$ cat src/rtl/vca_pkg.sv
// Shared constants for the VCA and its downstream mixer: default widths, unity gain, sample limits.
package vca_pkg;

  localparam int BITSIZE     = 16;
  localparam int GAIN_BITS   = 16;
  localparam int UNITY_SHIFT = 14;
  localparam int SLEW_STEP   = 64;

  localparam logic [GAIN_BITS-1:0] UNITY_GAIN = GAIN_BITS'(1 << UNITY_SHIFT);

  localparam logic signed [BITSIZE-1:0] SAMPLE_MAX = {1'b0, {(BITSIZE-1){1'b1}}};
  localparam logic signed [BITSIZE-1:0] SAMPLE_MIN = {1'b1, {(BITSIZE-1){1'b0}}};

endpackage

$ cat src/rtl/vca_saturate.sv
// Combinational floor-shift and clamp of a wide signed product to OUT_W bits; clip flags a clamped value.
// Zero latency, no handshake.
module vca_saturate #(
  parameter int IN_W  = 33,
  parameter int OUT_W = 16,
  parameter int SHIFT = 14
) (
  input  logic signed [IN_W-1:0]  in_val,
  output logic signed [OUT_W-1:0] out_val,
  output logic                    clip
);

  localparam logic signed [IN_W-1:0] MAXV = {{(IN_W-OUT_W+1){1'b0}}, {(OUT_W-1){1'b1}}};
  localparam logic signed [IN_W-1:0] MINV = {{(IN_W-OUT_W+1){1'b1}}, {(OUT_W-1){1'b0}}};

  logic signed [IN_W-1:0] shifted;

  // Arithmetic shift floors toward -inf, so -1 * half gain stays -1.
  assign shifted = in_val >>> SHIFT;

  always_comb begin
    out_val = shifted[OUT_W-1:0];
    clip    = 1'b0;
    if (shifted > MAXV) begin
      out_val = MAXV[OUT_W-1:0];
      clip    = 1'b1;
    end else if (shifted < MINV) begin
      out_val = MINV[OUT_W-1:0];
      clip    = 1'b1;
    end
  end

endmodule

$ cat src/rtl/vca.sv
// Gain stage: sample x envelope gain, 3-cycle pipeline, 1 sample/cycle, valid-only (no backpressure).
// Define VCA_SLEW_EN to rate-limit gain changes to SLEW_STEP per accepted sample.
module vca
  import vca_pkg::*;
#(
  parameter int BITSIZE     = vca_pkg::BITSIZE,
  parameter int GAIN_BITS   = vca_pkg::GAIN_BITS,
  parameter int UNITY_SHIFT = vca_pkg::UNITY_SHIFT
) (
  input  logic                 clk,
  input  logic                 rst_n,
  input  logic [BITSIZE-1:0]   in_sample,
  input  logic                 in_valid,
  input  logic [GAIN_BITS-1:0] amplitude,
  output logic [BITSIZE-1:0]   out_sample,
  output logic                 out_valid,
  output logic                 clip,
  output logic [GAIN_BITS-1:0] gain
);

  localparam int PW = BITSIZE + GAIN_BITS + 1;

  logic [GAIN_BITS-1:0] g_next;
  logic                 s1_vld, s2_vld;
  logic [BITSIZE-1:0]   s1_sample;
  logic [GAIN_BITS-1:0] s1_gain;
  logic signed [PW-1:0] mul_a, mul_b, prod, s2_prod;
  logic [BITSIZE-1:0]   sat_val;
  logic                 sat_clip;

`ifdef VCA_SLEW_EN
  logic                 up;
  logic [GAIN_BITS-1:0] diff;

  // Direction bit picks the subtraction order so the distance never wraps.
  always_comb begin
    up     = (amplitude >= gain);
    diff   = up ? (amplitude - gain) : (gain - amplitude);
    g_next = amplitude;
    if (diff > GAIN_BITS'(SLEW_STEP))
      g_next = up ? (gain + GAIN_BITS'(SLEW_STEP)) : (gain - GAIN_BITS'(SLEW_STEP));
  end
`else
  assign g_next = amplitude;
`endif

  always_ff @(posedge clk) begin
    if (!rst_n) begin
      gain      <= '0;
      s1_vld    <= 1'b0;
      s2_vld    <= 1'b0;
      out_valid <= 1'b0;
      out_sample <= '0;
      clip      <= 1'b0;
    end else begin
      if (in_valid) gain <= g_next;
      s1_vld    <= in_valid;
      s2_vld    <= s1_vld;
      out_valid <= s2_vld;
      clip      <= s2_vld & sat_clip;
      if (s2_vld) out_sample <= sat_val;
    end
  end

  // Datapath registers need no reset; the valids gate everything downstream.
  always_ff @(posedge clk) begin
    if (in_valid) begin
      s1_sample <= in_sample;
      s1_gain   <= g_next;
    end
    s2_prod <= prod;
  end

  // Sign-extended sample times zero-extended gain: the product always fits in PW bits.
  assign mul_a = {{(GAIN_BITS+1){s1_sample[BITSIZE-1]}}, s1_sample};
  assign mul_b = {{(BITSIZE+1){1'b0}}, s1_gain};
  assign prod  = mul_a * mul_b;

  vca_saturate #(
    .IN_W  (PW),
    .OUT_W (BITSIZE),
    .SHIFT (UNITY_SHIFT)
  ) u_sat (
    .in_val  (s2_prod),
    .out_val (sat_val),
    .clip    (sat_clip)
  );

endmodule

$ cat config.mk
export PLATFORM = sky130hd
export DESIGN_NAME = vca
export DESIGN_NICKNAME = d
export VERILOG_FILES = /design/src/rtl/vca_pkg.sv /design/src/rtl/vca_saturate.sv /design/src/rtl/vca.sv
export SDC_FILE = /design/constraint.sdc
export NUM_CORES = 1
export LEC_CHECK = 0
export ABC_AREA = 1
export CORE_ASPECT_RATIO = 0.7
export CORE_MARGIN = 2
export CORE_UTILIZATION = 36
export DETAILED_ROUTE_END_ITERATION = 10
export GPL_ROUTABILITY_DRIVEN = 0
export PLACE_DENSITY = 0.54
export SETUP_SLACK_MARGIN = 0.3
export SLEW_MARGIN = 0
export SYNTH_ARGS = -nofsm -noshare
export SYNTH_HDL_FRONTEND = slang
export SYNTH_SLANG_ARGS = --single-unit
$ cat constraint.sdc
create_clock -name clk -period 6 [get_ports clk]
set_input_delay 1.5 -clock clk [delete_from_list [all_inputs] [get_ports clk]]
set_output_delay 1.5 -clock clk [all_outputs]
set_load 0.03 [all_outputs]
Word level (Yosys, flattened, before mapping) --
Index checks and enable logic that the tools add are counted.
Operators by class: magnitude comparators 2, multipliers 1, bitwise gates (word level) 1, mux-type cells 4
Operators by type and width (number):
- $mul A16 B17 Y33 | 1
- $mux W16 | 2
- $gt A19 B16 Y1 const B | 1
- $lt A19 B16 Y1 const B | 1
- $mux W1 | 2
- $and A1 B1 Y1 | 1
Word-level totals: register bits after elaboration 101, input port bits 35

Depth between registers and ports, before layout --
word-level depth 4, depth in mapped cells 25, depth with buffers taken out 23

By module --
A second synthesis with hierarchy kept.
Second synthesis, totals: cell total of the unflattened synthesis 1654, area total of the unflattened synthesis 12789.8 um2
Modules (own cells, without submodules):
- vca | area an instance 12588.3 um2, sequential area each 2342.2 um2, times used 1, cells an instance 1613
- vca_saturate | area an instance 201.4 um2, sequential area each 0.0 um2, times used 1, cells an instance 41

Worst setup path before layout --
No wires, ideal clock.
path kind flip-flop to flip-flop, start point register s1_sample[12], end point register s2_prod[30], data required time 5.888 ns, arrival 5.189 ns, library setup time 0.112 ns, path slack 0.699 ns, cell stages (with the launch flop) 22, buffers on the path 2, cell sequence edfxtp_1 clkbuf_1 clkbuf_1 nand2_1 fa_1 inv_1 fa_1 fa_1 fa_1 fa_1 inv_1 fa_1 inv_1 ha_1 a21oi_1 o21ai_0 a21oi_1 nor2_1 nor2_1 nand2_1 nand2_1 nand2_1
On the way: longest elaborated chain between the ends 1
Ends and longest elaborated chain:
- from (decl) | RTL line vca.sv:25 | logic [BITSIZE-1:0] s1_sample;
- from (signal assigned) | RTL line vca.sv:68 | s1_sample <= in_sample;
- $mul A16 B17 Y33 | RTL line vca.sv:77 | assign prod = mul_a * mul_b;
- via prod[30] | RTL line vca.sv:27 | logic signed [PW-1:0] mul_a, mul_b, prod, s2_prod;
- to (signal assigned) | RTL line vca.sv:71 | s2_prod <= prod;
- to (decl) | RTL line vca.sv:27
The timed path passes the listed nets, and every way through them passes these cells. A chain may end at the register's enable or synchronous reset.

Worst setup path after layout --
start point register s1_gain[9], end point register s2_prod[28]
On the way: longest elaborated chain between the ends 1
Ends and longest elaborated chain:
- from (decl) | RTL line vca.sv:26 | logic [GAIN_BITS-1:0] s1_gain;
- from (signal assigned) | RTL line vca.sv:69 | s1_gain <= g_next;
- $mul A16 B17 Y33 | RTL line vca.sv:77
- via prod[28] | RTL line vca.sv:27
The timed path passes the listed nets, and every way through them passes these cells.

==> results_dict.tcl <==
set metrics [dict create \
    path_buf_inv 6 \
    drc 0 \
    setup_viol 0 \
    vias 9485 \
    grt_max_degree 51 \
    yosys_warnings 0 \
    die_area_mm2 0.03431 \
    initial_core_util 0.3653 \
    yosysUniqueCellTypes 29 \
    vias_per_cell 4.672 \
    io_pins 69 \
    grt_antenna_before_repair 0 \
    crit_chain "buf_12 > buf_4 > buf_4 > nand2_1 > inv_1 > fa_1 > inv_1 > fa_1 > inv_1 > fa_1 > fa_1 > fa_1 > ha_1 > ha_2 > nand2_1 > o21a_1 > o21bai_1 > nor2_1 > nand3_1 > nand2_1" \
    drv_slew 0 \
    cts_tree "yes" \
    fillers 3306 \
    critical_path.max_fanout 8 \
    cts_buffers 9 \
    holdBufCountCts 0 \
    die_h_um 155.6 \
    cp_common_cell "fa_1" \
    io_buffers 68 \
    ys_ff_latch 87 \
    worstSetupPathType "reg -> reg" \
    grt_use_total 0.2094 \
    grt_setup_unrepaired "yes" \
    grt_first_pass_wirelength_um 54620 \
    grt_overflow 0 \
    nets 1945 \
    hpwl_um 27110 \
    synth_nets 1836 \
    first_iter_violations 671 \
    tns_ns 0 \
    hold_class "reg -> reg" \
    finalClockSkew_ns 0.01733 \
    crit_slowest_cell "fa_1" \
    hold_violations 0 \
    root_buffer "clkbuf_16" \
    fmax_mhz 182.3 \
    worst_pin_slew_ns 1.149 \
    slowest_delay_ns 0.55 \
    status "completed" \
    end_kind "register" \
    ys_seq_area_frac 0.1745 \
    die_w_um 220.5 \
    synthCells 1489 \
    critPathTopFamily "adder cells" \
    area_growth_pct 19.37 \
    fin_crit_sh 0.9140 \
    ant_nets 0 \
    clkTransAtPathRegs_ns 0.06 \
    cts_buffer_depth 2 \
    period_needed_ns 5.484 \
    wire_per_inst_um 16.32 \
    cp.required_ns 6.25 \
    rows 55 \
    syn_area_per_cell_um2 7.936 \
    syn_area_mm2 0.01182 \
    crit_arrival_ns 5.73 \
    clock_latency_ns 0.37 \
    cts_max_level 3 \
    slew_headroom 0.2318 \
    routed_wl_um 33140 \
    crit_path_start_kind "register" \
    dr.pass1.iters 5 \
    grt_pass1_vias 9987 \
    numClockSinks 87 \
    diodes 0 \
    drv_cap 0 \
    core-area_mm2 0.03234 \
    drive_gt1_frac 0.1054 \
]
## placed cells by master (no fill, tap or decap), types with 2 or more instances in the layout
master and n:
inv_1 392, nand2_1 369, fa_1 192, ha_1 108
buf_4 82, nor2_1 77, clkdlybuf4s50_1 67, dfxtp_1 55
a21oi_1 43, o21ai_0 43, edfxtp_1 32, nand3_1 22
nand2_2 12, a21oi_2 9, clkbuf_16 9, o21ai_1 8
buf_12 8, or2_2 7, nor2_2 7, ha_4 7
a21o_1 6, nor3_1 6, nor2_4 4, ha_2 4
o21bai_1 3, xnor2_1 3, inv_2 2, o21ai_2 2
a21oi_4 2, nor3_2 2, xor2_2 2, nand4_1 2
xor2_1 2, inv_6 2
## flip-flops by register name, summed over array words and instances (netlist names)
name	flops
clip	1
gain	16
out_sample	16
out_valid	1
s1_gain	16
s1_sample	16
s1_vld	1
s2_prod	19
s2_vld	1
## path summary, 6_finish.rpt
check        cells past startpoint        from          end  slack, ns
min                              2      s1_vld       s2_vld       0.42
min reg2reg                      2      s1_vld       s2_vld       0.42
max reg2reg                     20  s1_gain[9]  s2_prod[28]       0.52
max                             20  s1_gain[9]  s2_prod[28]       0.52
## metal layers
layer,share of wire,track usage,vias up
met4,0.012,0.03841,0
met2,0.40,0.2984,310
li1,-,-,4549
met1,0.50,0.3201,4600
met5,0,0,-
met3,0.090,0.05302,26
## metrics by stage
| stage | hold WS (ns) | utilization | setup slack, ns | instances | area, µm² |
|---|---|---|---|---|---|
| after CTS | 0.4175 | 0.4247 | 0.3233 | 2017 | 13740 |
| after global routing | 0.4279 | 0.4361 | 0.2559 | 2030 | 14100 |
| after detailed placement | 0.4011 | 0.4064 | 0.02648 | 1966 | 13140 |
| after floorplan | 0.3905 | - | 0.6989 | 1489 | 11820 |
| final | 0.4171 | 0.4361 | 0.5160 | 2030 | 14100 |
| after global placement | 0.3931 | 0.4064 | 0.01961 | 1966 | 13140 |
## final cells by class
cell class,count,area (µm²),area share
multi-input cells,947,8283,0.5872
well taps,427,534.3,0.03788
inverters,394,1479,0.1049
clock buffers,10,229.0,0.01623
clock inverters,6,55.05,0.003903
flip-flops and latches,87,2062,0.1462
repair buffers,159,1463,0.1037
## repair_timing
item	in CTS	in global routing
setup buffers	35	13
pin swaps	0	13
setup endpoints to repair	13	16
gates resized for setup	1	61
## cells in the mapped netlist, drive strengths merged
master  number  area [µm²]
a211oi       1       7.510
a21o         6       45.04
a21oi       54       270.3
buf          3       12.51
clkbuf      58       217.7
dfxtp       55        1101
edfxtp      32       960.9
fa         193        3864
ha         119        1489
inv        394        1479
nand2      381        1448
nand3       23       120.1
nand3b       1       7.510
nand4        2       12.51
nor2        88       337.8
nor3         8       40.04
o21a         1       7.510
o21ai       53       269.0
o21bai       3       22.52
or2          7       43.79
xnor2        3       26.28
xor2         4       35.03
## worst min-delay path, cell delays in order, from the launching register on
cell and delay [ns]:
dfxtp_1 0.31, nand2_1 0.05, inv_1 0.04
## kinds of logic after synthesis
kind of cell    count (synthesis)  synth area share
compound gates                118           0.05263
xor+xnor                        7          0.005189
fa+ha+maj                     312            0.4530
buf+inv                       455            0.1446
flops                          87            0.1745
simple gates                  510            0.1701
Power is left out: the tool's default activity adds up to more than one toggle a clock period on the data nets, which glitch-free logic cannot reach.
